$ cat config.mk
export PLATFORM = sky130hd
export DESIGN_NAME = spi_ram_ctrl
export DESIGN_NICKNAME = d
export VERILOG_FILES = /design/src/rtl/spi_ram_ctrl.sv
export SDC_FILE = /design/constraint.sdc
export NUM_CORES = 2
export LEC_CHECK = 0
export CORE_AREA = 4 4 346 604
export CTS_BUF_LIST = sky130_fd_sc_hd__clkbuf_4 sky130_fd_sc_hd__clkbuf_8
export CTS_CLUSTER_SIZE = 10
export DETAILED_ROUTE_END_ITERATION = 10
export DIE_AREA = 0 0 350 608
export PLACE_DENSITY = 0.58
export SLEW_MARGIN = 20
export SYNTH_ARGS = -nofsm -noshare
export SYNTH_HDL_FRONTEND = slang
export SYNTH_SLANG_ARGS = --single-unit
$ cat constraint.sdc
create_clock -name clk -period 2.7 [get_ports clk]
set_clock_uncertainty 0.05 [all_clocks]
set_input_delay 0.54 -clock clk [delete_from_list [all_inputs] [get_ports clk]]
set_output_delay 0.54 -clock clk [all_outputs]
set_load 0.02 [all_outputs]
$ cat src/rtl/spi_ram_ctrl.sv
// Command-decoding single-port RAM behind an SPI slave: rising-edge command accept,
// 3-state read pipeline with a one-deep pending read. Optional burst mode: RAM_AUTO_INC_EN.
module spi_ram_ctrl #(
  parameter int MEM_DEPTH = 256,
  parameter int ADDR_SIZE = 8
) (
  input  logic       clk,
  input  logic       rst_n,
  input  logic [9:0] din,
  input  logic       rx_valid,
  output logic [7:0] dout,
  output logic       tx_valid,
  output logic       cmd_err
);

  typedef enum logic [1:0] {IDLE, RD_ISSUE, RD_RESP} state_t;

  localparam logic [1:0] OP_WR_ADDR = 2'b00;
  localparam logic [1:0] OP_WR_DATA = 2'b01;
  localparam logic [1:0] OP_RD_ADDR = 2'b10;
  localparam logic [1:0] OP_RD_DATA = 2'b11;

  state_t               state, state_nxt;
  logic                 rx_valid_d;
  logic                 pending, pending_nxt;
  logic [ADDR_SIZE-1:0] wr_addr, rd_addr;
  logic                 wa_ok, ra_ok;
  logic [7:0]           mem [MEM_DEPTH];
  logic [1:0]           opcode;
  logic                 cmd_acc_p0;
  logic                 rd_req_p0;
  logic                 wr_en_p0;
  logic                 err_nxt;

  function automatic logic in_range(input logic [ADDR_SIZE-1:0] a);
    return (int'(a) < MEM_DEPTH);
  endfunction

`ifdef RAM_AUTO_INC_EN
  function automatic logic [ADDR_SIZE-1:0] next_addr(input logic [ADDR_SIZE-1:0] a);
    if (int'(a) >= MEM_DEPTH - 1) return '0;
    return a + 1'b1;
  endfunction
`endif

  assign opcode = din[9:8];

  // Stage p0: edge-detect rx_valid, decode, and plan the read pipeline
  always_comb begin
    cmd_acc_p0  = rx_valid & ~rx_valid_d;
    rd_req_p0   = 1'b0;
    wr_en_p0    = 1'b0;
    err_nxt     = 1'b0;
    state_nxt   = state;
    pending_nxt = pending;

    if (cmd_acc_p0) begin
      case (opcode)
        OP_WR_DATA: begin
          wr_en_p0 = in_range(wr_addr);
          if (!wa_ok || !in_range(wr_addr)) err_nxt = 1'b1;
        end
        OP_RD_DATA: begin
          rd_req_p0 = 1'b1;
          if (!ra_ok || !in_range(rd_addr)) err_nxt = 1'b1;
        end
        default: ;
      endcase
    end

    case (state)
      IDLE: begin
        if (pending || rd_req_p0) begin
          state_nxt   = RD_ISSUE;
          pending_nxt = pending && rd_req_p0;
        end
      end
      RD_ISSUE: state_nxt = RD_RESP;
      default:  state_nxt = IDLE;
    endcase

    // Reads arriving mid-pipeline park in the single pending slot; overflow is dropped
    if (state != IDLE && rd_req_p0) begin
      if (pending) err_nxt = 1'b1;
      else         pending_nxt = 1'b1;
    end
  end

  // Stage p1: control state, address registers and read response
  always_ff @(posedge clk) begin
    if (!rst_n) begin
      state      <= IDLE;
      pending    <= 1'b0;
      rx_valid_d <= 1'b1;
      wr_addr    <= '0;
      rd_addr    <= '0;
      wa_ok      <= 1'b0;
      ra_ok      <= 1'b0;
      dout       <= 8'h00;
      tx_valid   <= 1'b0;
      cmd_err    <= 1'b0;
    end else begin
      state      <= state_nxt;
      pending    <= pending_nxt;
      rx_valid_d <= rx_valid;
      cmd_err    <= err_nxt;
      tx_valid   <= (state == RD_ISSUE);
      if (state == RD_ISSUE) dout <= in_range(rd_addr) ? mem[rd_addr] : 8'h00;
`ifdef RAM_AUTO_INC_EN
      if (state == RD_ISSUE) rd_addr <= next_addr(rd_addr);
      if (wr_en_p0)          wr_addr <= next_addr(wr_addr);
`endif
      if (cmd_acc_p0 && opcode == OP_WR_ADDR) begin
        wr_addr <= din[ADDR_SIZE-1:0];
        wa_ok   <= 1'b1;
      end
      if (cmd_acc_p0 && opcode == OP_RD_ADDR) begin
        rd_addr <= din[ADDR_SIZE-1:0];
        ra_ok   <= 1'b1;
      end
    end
  end

  // Array contents survive reset; writes are only blocked while reset is held
  always_ff @(posedge clk) begin
    if (rst_n && wr_en_p0) mem[wr_addr] <= din[7:0];
  end

endmodule
==> flow_summary.toml <==
[pwr]
p_seq_share_pct = 58.5
p_int_mw = 48.04
power_frac_clock_pct = 39.0
swShare_pct = 20.77
combPwrFrac_pct = 2.5
ir_drop_mv = 0.4259
p_sw_mw = 12.59
power_density_nw_per_um2 = 614.4
leakage_nw = 31.11

[sta]
finalCriticalPeriod_ps = 2907
max_slew_margin_pct = 47.76
setup_viol = 8
fin_crit_sh_pct = 107.7
worst_hold_slack_ps = 78.65
fin_ws_ps = -207.0
drv_slew = 0
grt_setup_unrepaired = "true"
tightestPinTransition_ps = 780.7
hold_violations = 0
fmaxAchievable_mhz = 344.0

[synth]
syn_nets = 4114
synthDistinctLibCells = 67
synth-seq-cells = 2080
ys_seq_area_share_pct = 76.39
syn_area_sq_um = 81350
yosys_warnings = 0
synth_edf_count = 2048
async_flop_share_pct = 0
postSynthCellCount = 4101
synth_flop_cell = "edfxtp_1"
syn_avg_cell_area_sq_um = 19.84

[setup_path]
crit_type = "reg -> reg"
r2r-end = "dout[0]"
worstSetupEndpointType = "register"
critical_path_required_ps = 3400
reg2regPathDepth = 10
path_cells = "buf_12, buf_12, mux4_2, nand2_2, nand2_4, a2111oi_4, buf_4, nor2_4, nand4_1, o221ai_1"
ff2ff_setup_slack_ps = -210
crit_cells = 10
cpMostUsedCell = "buf_12"
path_max_fanout = 6
critPathArrivalTime_ps = 3610
critical_path.slowest_cell = "mux4_2"
crit_path_start_kind = "register"
r2r_start = "rd_addr[0]"
crit_buf_inv = 3
critPathTopFamily = "compound AO/OA/AOI/OAI gates"
cpPeakStageDelay_ps = 550

[die]
num_rows = 220
io_pins = 23
start_util_pct = 39.78
die_width_microns = 350
core_sq_um = 204500
die_y_microns = 608
die_area_sq_um = 212800

[place]
place.gp.congestion = 0.8488
portBuffers = 22
dpl_cell_area_sq_um = 90230
post-place-ws_ps = -1042
hpwl_microns = 151900

[clocking]
cts_inserted_buffers = 294
clk_path_buf_depth = 4
clock-root-buffer = "clkbuf_8"
path_clk_slew_ps = 70
clock-sinks = 2080
cts_tree = "yes"
clk-insertion-delay-late_ps = 900
h-tree-depth = 5

[worst_hold_path]
hold_class = "in -> reg"
min_path_cells = 1
hold_start = "din[1]"
min_to = "mem[251][1]"

[global_route]
grt_util_met1_pct = 24.11
gr-usage-met3_pct = 3.031
use_met2_pct = 39.86
grt.total_usage_pct = 21.54
grt_pass1_vias = 46084
grt_max_degree = 89
top_usage_layer = "met2"
grt_antenna_before_repair = 13
grt_first_pass_wirelength_microns = 330600
overflow = 0

[route]
vias_per_cell = 5.566
wirelength_microns = 231000
initialDrtViolationCount = 3880
antenna_left = 0
drt-pass1-iter-count = 6
drc = 0
vias = 44223
avgRoutedWirePerCell_microns = 29.07

[final_layout]
post-route-cell-area_sq_um = 98670
seqCellArea_sq_um = 62160
post_route_cells_drive_above_1_share_pct = 34.79
layout_common_cells = "edfxtp_1 (2048), buf_4 (732), mux2i_1 (399), clkbuf_8 (305), mux4_2 (301)"
synthToLayoutAreaGrowth_pct = 21.29
multi_input_area_sq_um = 18670
layout_commonest_cell = "edfxtp_1"
nNetsFinal = 5092
fin_util_pct = 48.25
fillerInstances = 16862

[status]
violations = "negative setup slack"
run_status = "finished with violations"

[job]
maxCapViolations = 0
registers in the layout, indices dropped and copies added (netlist names):
signal,count
tx_valid,1
pending,1
ra_ok,1
wa_ok,1
rx_valid_d,1
cmd_err,1
wr_addr,8
state,2
mem,2048
rd_addr,8
dout,8
cell type report:
| type | instances | area share (%) |
|---|---|---|
| Timing Repair Buffer | 923 | 9.159 |
| Clock buffer | 393 | 4.917 |
| Multi-Input combinational cell | 1775 | 18.93 |
| Clock inverter | 98 | 0.5846 |
| Inverter | 5 | 0.02282 |
| Antenna cell | 7 | 0.01775 |
| Tap cell | 2664 | 3.378 |
| Sequential cell | 2080 | 63.00 |
what timing repair did:
action	CTS	global route
buffers inserted	65	14
endpoints found under the hold margin	133	0
hold buffers	7	0
setup endpoints to repair	14	8
gates cloned	18	1
gates resized for setup	274	108
pin swaps	48	50
layer usage:
layer	vias up	part of all wire [%]
met5	-	0
met4	0	5.3
met3	475	5.2
met2	1562	55
met1	23294	35
li1	18892	-
how the worst max path moves through the flow:
stage / from / slack, ps / to
floorplan: rx_valid / 230 / mem[221][0]
global placement: rd_addr[0] / -1250 / dout[0]
detailed placement: rd_addr[0] / -1040 / dout[0]
CTS: rd_addr[0] / -180 / dout[0]
global route: rd_addr[0] / -270 / dout[0]
finish: rd_addr[0] / -210 / dout[0]
through the flow:
| step | power, mW | instances | setup TNS, ps |
|---|---|---|---|
| after floorplan | 36.55 | 4101 | 0 |
| after global routing | 62.59 | 7941 | -1179 |
| after detailed placement | 37.54 | 7350 | -314110 |
| after CTS | 61.14 | 7928 | -892.6 |
| final | 60.63 | 7945 | -760.4 |
| after global placement | 37.51 | 7350 | -257800 |
cells by family (layout without fill, tap and decap cells):
logic type | Yosys count | count (layout) | synth area share (%)
AOI/OAI and AO/OA | 519 | 519 | 4.531
buffers and inverters | 246 | 1419 | 2.341
DFF | 2080 | 2080 | 76.38
muxes | 729 | 729 | 14.01
other | 0 | 7 | 0
and+or+nand+nor | 527 | 527 | 2.732
power by group through the flow:
stage | registers (mW) | logic, mW | clock network (mW)
2_1_floorplan | 36.1 | 0.407 | 0
3_3_place_gp | 36.1 | 1.37 | 0
3_5_place_dp | 36.1 | 1.41 | 0
4_1_cts | 35.4 | 1.53 | 24.2
5_1_grt | 35.4 | 1.61 | 25.6
6_report | 35.4 | 1.53 | 23.7
synthesized netlist by cell type, types with 5 or more instances:
master        n  area, sq um
buf_8        22        330.3
o21a_1       24        180.2
o21ai_0      47        235.2
a211o_1       5        43.79
a221oi_1     33        289.0
a22o_1        5        43.79
buf_6        32        360.4
a21boi_0     18        135.1
nor2b_1      13        81.33
mux4_2      294         6621
dfxtp_1      32        640.6
a2111oi_0    34        297.8
clkbuf_8      7        96.34
edfxtp_1   2048        61500
nand3_1      22        110.1
nor3_1       15        75.07
a22oi_1      25        187.7
clkbuf_1     78        292.8
and3_1        5        31.28
a211oi_1     43        322.8
nand4_1       5        31.28
nor4_1        7        43.79
buf_12       11        220.2
o221ai_1     65        569.3
nor2_1      313         1175
nand2_1     112        420.4
mux2i_1     409         4094
o22ai_1     128        800.8
buf_2        41        205.2
and2_1        7        43.79
mux4_1       26        683.2
buf_4        43        322.8
nand4b_1      5        43.79
nand2b_1      6        37.54
a21oi_1      68        340.3
Note: power is estimated with default switching activity, not from simulation.
